[src/rtl/seq_sel_pkg.sv]
// seq_sel_pkg: shared types and helpers for the serial pattern selector.
package seq_sel_pkg;
  typedef enum logic {FILL, HUNT} state_e;
  function automatic logic [15:0] sel_next(input logic [15:0] sel, input logic [15:0] max);
    return (sel == max) ? 16'd0 : sel + 16'd1;
  endfunction
  function automatic bit params_ok(input int pat_len, input int sel_w, input int sel_max);
    return pat_len >= 2 && pat_len <= 16 && sel_w >= 1 && sel_w <= 16 &&
           sel_max >= 0 && sel_max < (1 << sel_w);
  endfunction
endpackage

[src/rtl/seq_pattern_selector_if.sv]
// seq_pattern_selector_if: serial sample inputs and selector outputs of the detector.
interface seq_pattern_selector_if #(parameter int SEL_W = 3);
  logic x;
  logic en;
  logic clr;
  logic [SEL_W-1:0] selsw;
  logic match;
  modport master (output x, en, clr, input selsw, match);
  modport slave (input x, en, clr, output selsw, match);
endinterface

[src/rtl/seq_window.sv]
// seq_window: sample window, fill tracking and pattern comparator; hit is combinational.
module seq_window import seq_sel_pkg::*; #(
  parameter int PAT_LEN = 4,
  parameter logic [PAT_LEN-1:0] PATTERN = 4'b1011
) (
  input  logic clk,
  input  logic rst,
  input  logic x_i,
  input  logic en_i,
  input  logic clr_i,
  input  logic restart_i,
  output logic hit_o
);
  localparam int FW = $clog2(PAT_LEN);
  localparam logic [FW-1:0] LAST = FW'(PAT_LEN - 1);
  logic [PAT_LEN-1:0] win_q, win_d, win_nx;
  logic [FW-1:0] fill_q, fill_d;
  state_e state_q, state_d;
  always_ff @(posedge clk or posedge rst) begin
    if (rst) begin
      win_q <= '0;
      fill_q <= '0;
      state_q <= FILL;
    end else begin
      win_q <= win_d;
      fill_q <= fill_d;
      state_q <= state_d;
    end
  end
  // HUNT means PAT_LEN-1 samples are already held, so this edge completes a full window.
  always_comb begin
    win_nx = PAT_LEN'({win_q, x_i});
    hit_o = en_i && !clr_i && state_q == HUNT && win_nx == PATTERN;
    win_d = clr_i ? '0 : en_i ? win_nx : win_q;
    fill_d = (clr_i || (en_i && restart_i)) ? '0 :
             (!en_i || fill_q == LAST) ? fill_q : fill_q + 1'b1;
    state_d = (fill_d == LAST) ? HUNT : FILL;
  end
endmodule

[src/rtl/seq_pattern_selector.sv]
// seq_pattern_selector: serial pattern detector advancing a wrap-around selector on each match.
module seq_pattern_selector import seq_sel_pkg::*; #(
  parameter int PAT_LEN = 4,
  parameter logic [PAT_LEN-1:0] PATTERN = 4'b1011,
  parameter int SEL_W = 3,
  parameter int SEL_MAX = 5,
  parameter bit OVERLAP = 1'b1
) (
  input logic clk,
  input logic reset,
  seq_pattern_selector_if.slave bus
);
  if (!params_ok(PAT_LEN, SEL_W, SEL_MAX)) begin : g_bad_params
    $fatal(1, "seq_pattern_selector: illegal PAT_LEN/SEL_W/SEL_MAX");
  end
  logic hit, restart;
  logic match_q, match_d;
  logic [SEL_W-1:0] selsw_q, selsw_d;
  seq_window #(.PAT_LEN(PAT_LEN), .PATTERN(PATTERN)) u_win (
    .clk(clk),
    .rst(reset),
    .x_i(bus.x),
    .en_i(bus.en),
    .clr_i(bus.clr),
    .restart_i(restart),
    .hit_o(hit)
  );
  // Without overlap a hit forces a fresh PAT_LEN-sample fill before the next one.
  always_comb begin
    restart = hit && !OVERLAP;
    match_d = hit;
    selsw_d = bus.clr ? '0 : hit ? SEL_W'(sel_next(16'(selsw_q), 16'(SEL_MAX))) : selsw_q;
  end
  always_ff @(posedge clk or posedge reset) begin
    if (reset) begin
      selsw_q <= '0;
      match_q <= 1'b0;
    end else begin
      selsw_q <= selsw_d;
      match_q <= match_d;
    end
  end
  assign bus.selsw = selsw_q;
  assign bus.match = match_q;
endmodule

[src/flat_wrapper.sv]
// flat-port wrapper written by rule: the top's interface ports become plain ports
module seq_pattern_selector_flat import seq_sel_pkg::*;
#(
  parameter int PAT_LEN = 4,
  parameter logic [PAT_LEN-1:0] PATTERN = 4'b1011,
  parameter int SEL_W = 3,
  parameter int SEL_MAX = 5,
  parameter bit OVERLAP = 1'b1
)
  (clk, reset, bus_x, bus_en, bus_clr, bus_selsw, bus_match);
  seq_pattern_selector_if #(.SEL_W(SEL_W)) bus_i ();
  input logic clk;
  input logic reset;
  input wire logic [$bits(bus_i.x)-1:0] bus_x;
  input wire logic [$bits(bus_i.en)-1:0] bus_en;
  input wire logic [$bits(bus_i.clr)-1:0] bus_clr;
  output wire logic [$bits(bus_i.selsw)-1:0] bus_selsw;
  output wire logic [$bits(bus_i.match)-1:0] bus_match;
  assign bus_i.x = bus_x;
  assign bus_i.en = bus_en;
  assign bus_i.clr = bus_clr;
  assign bus_selsw = bus_i.selsw;
  assign bus_match = bus_i.match;
  seq_pattern_selector #(.PAT_LEN(PAT_LEN), .PATTERN(PATTERN), .SEL_W(SEL_W), .SEL_MAX(SEL_MAX), .OVERLAP(OVERLAP)) u_core (.clk(clk), .reset(reset), .bus(bus_i));
endmodule
[config.mk]
export PLATFORM = sky130hd
export DESIGN_NAME = seq_pattern_selector_flat
export DESIGN_NICKNAME = d
export VERILOG_FILES = /design/src/rtl/seq_sel_pkg.sv /design/src/rtl/seq_pattern_selector_if.sv /design/src/rtl/seq_window.sv /design/src/rtl/seq_pattern_selector.sv /design/src/flat_wrapper.sv
export SDC_FILE = /design/constraint.sdc
export NUM_CORES = 1
export LEC_CHECK = 0
export CAP_MARGIN = 20
export CORE_AREA = 4 4 41 43
export DETAILED_ROUTE_END_ITERATION = 8
export DIE_AREA = 0 0 45 47
export PLACE_DENSITY_LB_ADDON = 0.2
export SETUP_SLACK_MARGIN = 0.2
export SLEW_MARGIN = 25
export SYNTH_ARGS = -nofsm -noshare
export SYNTH_HDL_FRONTEND = slang
export SYNTH_SLANG_ARGS = --single-unit
export TNS_END_PERCENT = 100
[constraint.sdc]
create_clock -name clk -period 1.6 [get_ports clk]
set_clock_uncertainty 0.2 [all_clocks]
set_input_delay 0.32 -clock clk [delete_from_list [all_inputs] [get_ports clk]]
set_output_delay 0.32 -clock clk [all_outputs]
set_load 0.1 [all_outputs]
# Word-level counts from Yosys, hierarchy flattened

Index checks and enable logic that the tools add are counted.

Bits in writable memories: 0
Memory bits (read-only): 0
Memories kept: 0
Output and inout port bits: 4
Latch bits: 0
Register bits after elaboration: 10
Input port bits: 5

$add $sub $neg: 2
Muxes and demuxes: 8
Reduce and logical (&&, ||, !) cells: 8
Bitwise logic cells: 0
Div/mod/pow operators: 0
Shift-type cells: 0
Equal/unequal tests: 4
Magnitude comparators: 0
Multipliers: 0

Operators by type and width:

| cell                                         | count |
|---|---|
| two-way mux 3 bit                            | 5 |
| equality test 2 bit (second input constant)  | 2 |
| equality test 4 bit (second input constant)  | 1 |
| two-way mux 2 bit                            | 2 |
| nonzero test 2 bit                           | 2 |
| adder 3 x 1 -> 3 bit (second input constant) | 1 |
| equality test 3 bit (second input constant)  | 1 |
| logical AND 1 bit                            | 3 |
| adder 2 x 1 -> 2 bit (second input constant) | 1 |
| logical NOT 1 bit                            | 2 |
| logical OR 1 bit                             | 1 |
| two-way mux 1 bit                            | 1 |

# Longest topological paths before layout

Gate-level depths: netlist (run 1).

Depth after elaboration: 6
Mapped depth: 4
Gate-level depth less buffers: 4

# Hierarchy

From an unflattened synthesis (run 1), not the netlist that was laid out.

Cell total of the unflattened synthesis: 45
Area, all modules: 503.0 um^2

By module, submodules not included:

| module               | cells each | area an instance (um^2) | instances |
|---|---|---|---|
| seq_window           | 31         | 332.8                   | 1 |
| seq_pattern_selector | 14         | 170.2                   | 1 |

# Least setup slack after synthesis (run 1)

No wires, ideal clock.

Kind: reg-to-reg
From: reg u_core.selsw_q[0], in the netlist u_core.bus.selsw[0]
To: reg u_core.selsw_q[1], in the netlist u_core.bus.selsw[1]
Clock period less this slack: 1,827 ps
Data arrival time: 1,502 ps
Required time: 1,275 ps
Path buffers: 0
Path slack: -227 ps
Cell stages (with the launch flop): 3
Cells stage by stage: dfrtp_1 -> nand4_2 -> mux2_4

Cells in the longest elaborated chain, start to end: 4

Ends and longest elaborated chain:

| item                                                               | line                       | source |
|---|---|---|
| start, declared                                                    | seq_pattern_selector.sv:18 | `logic [SEL_W-1:0] selsw_q, selsw_d;` |
| start signal, assigned                                             | seq_pattern_selector.sv:39 | `selsw_q <= selsw_d;` |
| adder 3 x 1 -> 3 bit / equality test 3 bit (equally long branches) | seq_sel_pkg.sv:5           | `return (sel == max) ? 16'd0 : sel + 16'd1;` |
| two-way mux 3 bit (*)                                              | seq_sel_pkg.sv:5           |  |
| two-way mux 3 bit (*) (2 in a row)                                 | seq_pattern_selector.sv:32 | `selsw_d = bus.clr ? '0 : hit ? SEL_W'(sel_next(16'(selsw_q), 16'(SEL_MAX))) : selsw_q;` |

Every way passes the cells marked *; elsewhere a longest branch is shown, timed or not. The select of a mux whose other input is x is not followed.
A chain may end at the register's enable or synchronous reset.

# Final worst setup path (run 1)

From: reg u_core.u_win.win_q[1]
To: reg u_core.selsw_q[0], in the netlist u_core.bus.selsw[0]

Cells in the longest elaborated chain, start to end: 3

Ends and longest elaborated chain:

| item                         | line                       | source |
|---|---|---|
| start, declared              | seq_window.sv:16           | `logic [PAT_LEN-1:0] win_q, win_d, win_nx;` |
| start signal, assigned       | seq_window.sv:25           | `win_q <= win_d;` |
| equality test 4 bit          | seq_window.sv:33           | `hit_o = en_i && !clr_i && state_q == HUNT && win_nx == PATTERN;` |
| logical AND 1 bit            | seq_window.sv:33           |  |
| named net u_core.hit         | seq_pattern_selector.sv:16 | `logic hit, restart;` |
| nonzero test 2 bit (no line) | n/a                        |  |

The timed path passes the listed nets, and every way through them passes these cells.

==> results of run 1 <==
power groups by stage:
stage	sequential (mW)	combinational [mW]	clock, mW
floorplan	0.271	0.0317	0
global placement	0.272	0.0513	0
detailed placement	0.273	0.0562	0
CTS	0.267	0.0776	0.234
global route	0.268	0.0903	0.245
finish	0.268	0.0830	0.226
through the flow:
stage / cells / setup WS (ps)
3_3_place_gp: 64 / -177
5_1_grt: 76 / 85.3
2_1_floorplan: 39 / 179
3_5_place_dp: 64 / -213
4_1_cts: 74 / 133
6_report: 76 / 132
layout by cell type (no fill, tap or decap), drive strengths merged, types with 2 or more instances in the layout:
cell / count
buf: 15
dfrtp: 10
nor2: 7
mux2i: 5
clkbuf: 4
nor2b: 2
mux2: 2
dlygate4sd2: 2
clkdlybuf4s50: 2
and2b: 2
nor3: 2
Yosys cell counts:
| cell type | n | area, um^2 |
|---|---|---|
| dfrtp_1 | 10 | 250 |
| and3_4 | 1 | 11.3 |
| nor2b_1 | 2 | 12.5 |
| ha_1 | 1 | 12.5 |
| and4b_1 | 1 | 10.0 |
| nor3_1 | 2 | 10.0 |
| inv_1 | 1 | 3.75 |
| mux2i_1 | 5 | 50.1 |
| nand2_1 | 1 | 3.75 |
| clkbuf_1 | 1 | 3.75 |
| and2b_2 | 1 | 8.76 |
| xnor2_1 | 1 | 8.76 |
| and2b_1 | 1 | 7.51 |
| mux2_4 | 2 | 30.0 |
| nand4_2 | 1 | 12.5 |
| nor2_1 | 7 | 26.3 |
| nand2b_1 | 1 | 6.26 |
what timing repair did:
item | CTS | global route
buffers inserted | 6 | 2
pin swaps | 2 | 0
gates cloned | 0 | 0
setup endpoints to repair | 9 | 7
resized for setup | 7 | 1
worst register-to-register path, delay by kind of cell, from the launching register on:
kind / cells / cell delay, ps
and+or+nand+nor: 2 / 480
DFF: 1 / 380
muxes: 1 / 300
worst paths after layout:
path,to,slack [ps],cells past startpoint
max reg2reg,u_core.bus.selsw[0]$_DFFE_PP0P_,130,3
min,u_core.bus.selsw[1]$_DFFE_PP0P_,130,2
max,u_core.bus.selsw[0]$_DFFE_PP0P_,130,3
min in group clk,u_core.u_win.win_q[2]$_DFFE_PP0P_,330,2
max in group asynchronous,u_core.bus.selsw[0]$_DFFE_PP0P_,760,2
min reg2reg,u_core.u_win.win_q[2]$_DFFE_PP0P_,330,2
final cells by class:
class / instances / area share [%]
flip-flops and latches: 10 / 34.2
multi-input cells: 27 / 30.4
repair buffers: 19 / 27.6
clock buffers: 4 / 4.82
well taps: 15 / 2.49
inverters: 1 / 0.498
flip-flops by register name, indices dropped and copies added (netlist names):
register,flops
u_core.bus.selsw,3
u_core.u_win.fill_q,2
u_core.bus.match,1
u_core.u_win.state_q,1
u_core.u_win.win_q,3
cell families after synthesis:
| logic type | Yosys count |
|---|---|
| fa+ha+maj | 1 |
| xor+xnor | 1 |
| simple gates | 18 |
| flops | 10 |
| mux | 7 |
| buf+inv | 2 |
per-layer routing:
layer | share of wire (%) | track usage [%]
met2 | 55 | 22.6
met3 | 7.0 | 2.30
met1 | 35 | 9.48
met5 | 0 | 0
met4 | 3.7 | 10.5
==> metrics.yaml, run 1 <==
placed_design:
  hpwlAfterDp_um: 686
  dpl_cell_area_um2: 633
  routabilityCongestion: 0.712
  numPortBuffers: 8
synth:
  syn_nets: 45
  syn_inst: 39
  synth_top_family_by_area: "simple AND/OR/NAND/NOR gates"
  yosysWarnings: 0
  synth-compound-area-share_pct: 0
  synth_cell_types: 17
  synth_mux_area_share_pct: 17.1
  synth_adder_area_share_pct: 2.67
  yosys.area_share.simple_pct: 23.3
  synth_area_per_cell_um2: 12.0
  synth_seq_cells: 10
  ys_seq_area_share_pct: 53.5
  yosys.area_share.xor_xnor_pct: 1.87
  synth_area_um2: 468
worst_setup_path:
  slowest_delay_ps: 380
  critPathTopFamily: "simple AND/OR/NAND/NOR gates"
  slowest_stage: "dfrtp_1"
  rr_startpoint: "u_core.u_win.win_q[1]$_DFFE_PP0P_"
  path_cells: "and4b_1, and3_4, mux2_4"
  path_class: "reg -> reg"
  startpoint: "u_core.u_win.win_q[1]$_DFFE_PP0P_"
  crit_required_ps: 1550
  critPathMaxFanout: 2
  setup.worst_path.end_class: "flip-flop"
  cp.buffers_inverters: 0
  worstPathArrival_ps: 1420
  cp-start-kind: "flip-flop"
grt:
  grt_first_pass_wirelength_um: 1640
  grt_overflow: 0
  grt_pass1_vias: 416
  grt_antenna_before_repair: 0
  grt_max_degree: 13
  grt_usage_pct: 11.5
power:
  power_density_mw_per_mm2: 765
  finalPower_uw: 576
  power_switching_uw: 132
  ir_drop_mv: 0.403
  clkPwrFrac_pct: 39.2
  pwr-share-comb_pct: 14.4
  p_sw_share_pct: 22.9
  internal_power_uw: 444
  seqPwrFrac_pct: 46.4
  leakagePower_nw: 0.376
clock_network:
  clock_latency_ps: 260
  htree_levels: 1
  cts_buffer_depth: 2
  numClockSinks: 10
  clk_pin_slew_ps: 70
  cts-root-buf: "clkbuf_4"
  cts_inserted_buffers: 3
  cts_tree: "built"
  cts_hold_buf: 0
die:
  pin_count: 9
  die-area_mm2: 0.00212
  start_util_pct: 36.0
  row_count: 13
  core_area_mm2: 0.00130
  die_w_um: 45
  die_h_um: 47
timing:
  period_share_pct: 91.8
  final-setup-viol-count: 0
  fin_hold_ws_ps: 133
  rsz0062_at_grt: "yes"
  slew_viol_final: 0
  fin_crit_ps: 1470
  max_freq_ghz: 0.681
  slew_headroom_pct: 74.4
  tightest_slew_ps: 384
  setup_tns_ps: 0
  hold_viol_final: 0
cells_and_area:
  ff_latch_area_um2: 258
  layout-drive-gt1-share_pct: 52.5
  diodes: 0
  fin_nets: 68
  fin_util_pct: 57.9
  area_delta_synth_final_pct: 61.0
  final_area_um2: 753
  fillers: 109
  multi_input_area_um2: 229
routing:
  drtIter0Drc: 4
  dr.pass1.iters: 4
  via_per_inst: 4.96
  drtAntennaViolNets: 0
  wl_per_cell_um: 13.4
  wl_um: 1020
  vias: 377
  drc: 0
flow_run:
  cap_violations: 0
hold_path:
  worst_hold_path_type: "in -> async"
run_status:
  status: "finished, final reports clean"
Note: power is estimated with default switching activity, not from simulation.
==> inputs of run 2 (changes only) <==
--- a/config.mk
+++ b/config.mk
@@ -5,7 +5,7 @@
 export SDC_FILE = /design/constraint.sdc
 export NUM_CORES = 1
 export LEC_CHECK = 0
-export CAP_MARGIN = 20
+export CAP_MARGIN = 5
 export CORE_AREA = 4 4 41 43
 export DETAILED_ROUTE_END_ITERATION = 8
 export DIE_AREA = 0 0 45 47
==> constraint.sdc (replaced) <==
create_clock -name clk -period 1.6 [get_ports clk]
set_clock_uncertainty 0.2 [all_clocks]
set_input_delay 0.32 -clock clk [delete_from_list [all_inputs] [get_ports clk]]
set_output_delay 0.32 -clock clk [all_outputs]
set_load 0.01 [all_outputs]
==> metrics.yaml, run 2 (synthesized netlist as in run 1, its figures left out) <==
routing:
  vias: 352
  via_per_inst: 4.76
  drc: 0
  wl_per_cell_um: 12.9
  drtIter0Drc: 1
  drtAntennaViolNets: 0
  dr.pass1.iters: 3
  wl_um: 952
power:
  seqPwrFrac_pct: 52.9
  internal_power_uw: 387
  p_sw_share_pct: 23.8
  leakagePower_nw: 0.351
  power_switching_uw: 121
  pwr-share-comb_pct: 14.3
  finalPower_uw: 507
  power_density_mw_per_mm2: 771
  ir_drop_mv: 0.350
  clkPwrFrac_pct: 32.8
cells_and_area:
  layout_common_cells: "dfrtp_1 (10), buf_4 (9), nor2_1 (7), mux2i_1 (4), clkbuf_4 (3)"
  final_area_um2: 658
  fillers: 133
  fin_nets: 67
  ff_latch_area_um2: 250
  layout_commonest_cell: "dfrtp_1"
  area_delta_synth_final_pct: 40.6
  multi_input_area_um2: 221
  diodes: 0
  layout-drive-gt1-share_pct: 40.7
grt:
  grt_usage_pct: 10.8
  grtUsageMet2_pct: 16.9
  grt_overflow: 0
  top_usage_layer: "met2"
  met1_usage_pct: 11.9
  grt_pass1_vias: 354
  grt_max_degree: 13
  grt_antenna_before_repair: 0
  use_met3_pct: 3.83
  grt_first_pass_wirelength_um: 1550
timing:
  slew_headroom_pct: 75.3
  tightest_slew_ps: 371
  slew_viol_final: 0
  period_share_pct: 91.8
  setup_tns_ps: 0
  rsz0062_at_grt: "yes"
  final-setup-viol-count: 0
  setup_slack_ps: 131
  hold_viol_final: 0
  max_freq_ghz: 0.681
  fin_crit_ps: 1470
run_status:
  status: "finished, final reports clean"
hold_path:
  worst_hold_path_type: "in -> async"
worst_setup_path:
  worstPathArrival_ps: 1420
  rr_endpoint: "u_core.bus.selsw[0]$_DFFE_PP0P_"
  ff2ff_setup_slack_ps: 130
  path_class: "reg -> reg"
  setup.worst_path.end_class: "flip-flop"
  path_cells: "and4b_1, and3_4, mux2_4"
  crit_required_ps: 1550
  cp-start-kind: "flip-flop"
  slowest_stage: "dfrtp_1"
  critPathMaxFanout: 2
  reg2regPathDepth: 3
  rr_startpoint: "u_core.u_win.win_q[1]$_DFFE_PP0P_"
  slowest_delay_ps: 390
clock_network:
  clock_latency_ps: 260
  cts-root-buf: "clkbuf_4"
  numClockSinks: 10
  cts_hold_buf: 0
  cts_inserted_buffers: 3
  cts_tree: "built"
  htree_levels: 1
  clk_pin_slew_ps: 60
  cts_buffer_depth: 2
placed_design:
  dpl_cell_area_um2: 578
  numPortBuffers: 8
  hpwlAfterDp_um: 652
  dp_slack_ps: -210
  routabilityCongestion: 0.672
die:
  die_h_um: 47
  row_count: 13
  core_area_mm2: 0.00130
  start_util_pct: 36.0
  die_w_um: 45
  die-area_mm2: 0.00212
  pin_count: 9
flow_run:
  cap_violations: 0
[run 2: changes by cell type in the layout (fill, tap and decap cells not counted), moves of 2 or more]
cell	previous run	this run
buf_12	4	0
clkbuf_2	0	2
dfrtp_1	6	10
dfrtp_2	3	0
[run 2: area by class of cell]
class / instances / share of cell area (%)
clock buffer: 3 / 3.42
inverter: 1 / 0.570
multi-input combinational: 27 / 33.7
sequential: 10 / 38.0
tap: 15 / 2.85
timing repair buffer: 18 / 21.5
[run 2: worst max-delay path: cells and delay by family, from the launching register on]
kind	cells	cell delay, ps
flip-flops	1	390
multiplexers	1	290
AND/OR/NAND/NOR	2	480
[run 2: power groups by stage]
stage	combinational, mW	sequential, mW	clock [mW]
global placement	0.0512	0.272	0
global route	0.0795	0.269	0.184
finish	0.0725	0.268	0.167
CTS	0.0591	0.268	0.177
floorplan	0.0317	0.271	0
detailed placement	0.0542	0.273	0
[run 2: metal layers]
metal	up-vias	share of wire [%]	routed length (um)
met4	0	1.5	14
met1	169	39	370
met2	9	53	504
li1	172	-	-
met5	-	0	0
met3	2	6.5	62
[run 2: metrics by stage]
| stage | util (%) | std cells | hold WS, ps |
|---|---|---|---|
| after global routing | 50.6 | 74 | 170 |
| after detailed placement | 44.4 | 63 | 310 |
| after CTS | 49.5 | 72 | 133 |
| after floorplan | - | 39 | -39.8 |
| final | 50.6 | 74 | 127 |
| after global placement | 44.4 | 63 | 296 |
[run 2: worst max-delay path by stage]
stage / from / endpoint / cells past startpoint
finish: u_core.u_win.win_q[1]$_DFFE_PP0P_ / u_core.bus.selsw[0]$_DFFE_PP0P_ / 3
global route: u_core.u_win.win_q[1]$_DFFE_PP0P_ / u_core.bus.selsw[0]$_DFFE_PP0P_ / 3
CTS: u_core.u_win.win_q[1]$_DFFE_PP0P_ / u_core.bus.selsw[0]$_DFFE_PP0P_ / 3
detailed placement: bus_clr / u_core.bus.selsw[0]$_DFFE_PP0P_ / 4
global placement: bus_en / u_core.bus.selsw[0]$_DFFE_PP0P_ / 4
floorplan: u_core.u_win.win_q[1]$_DFFE_PP0P_ / u_core.bus.selsw[0]$_DFFE_PP0P_ / 3
[run 2: what timing repair did]
action | 4_1_cts | 5_1_grt
buffers inserted | 6 | 2
endpoints found under the setup margin | 9 | 8
pin swaps | 1 | 0
gates resized for setup | 11 | 7
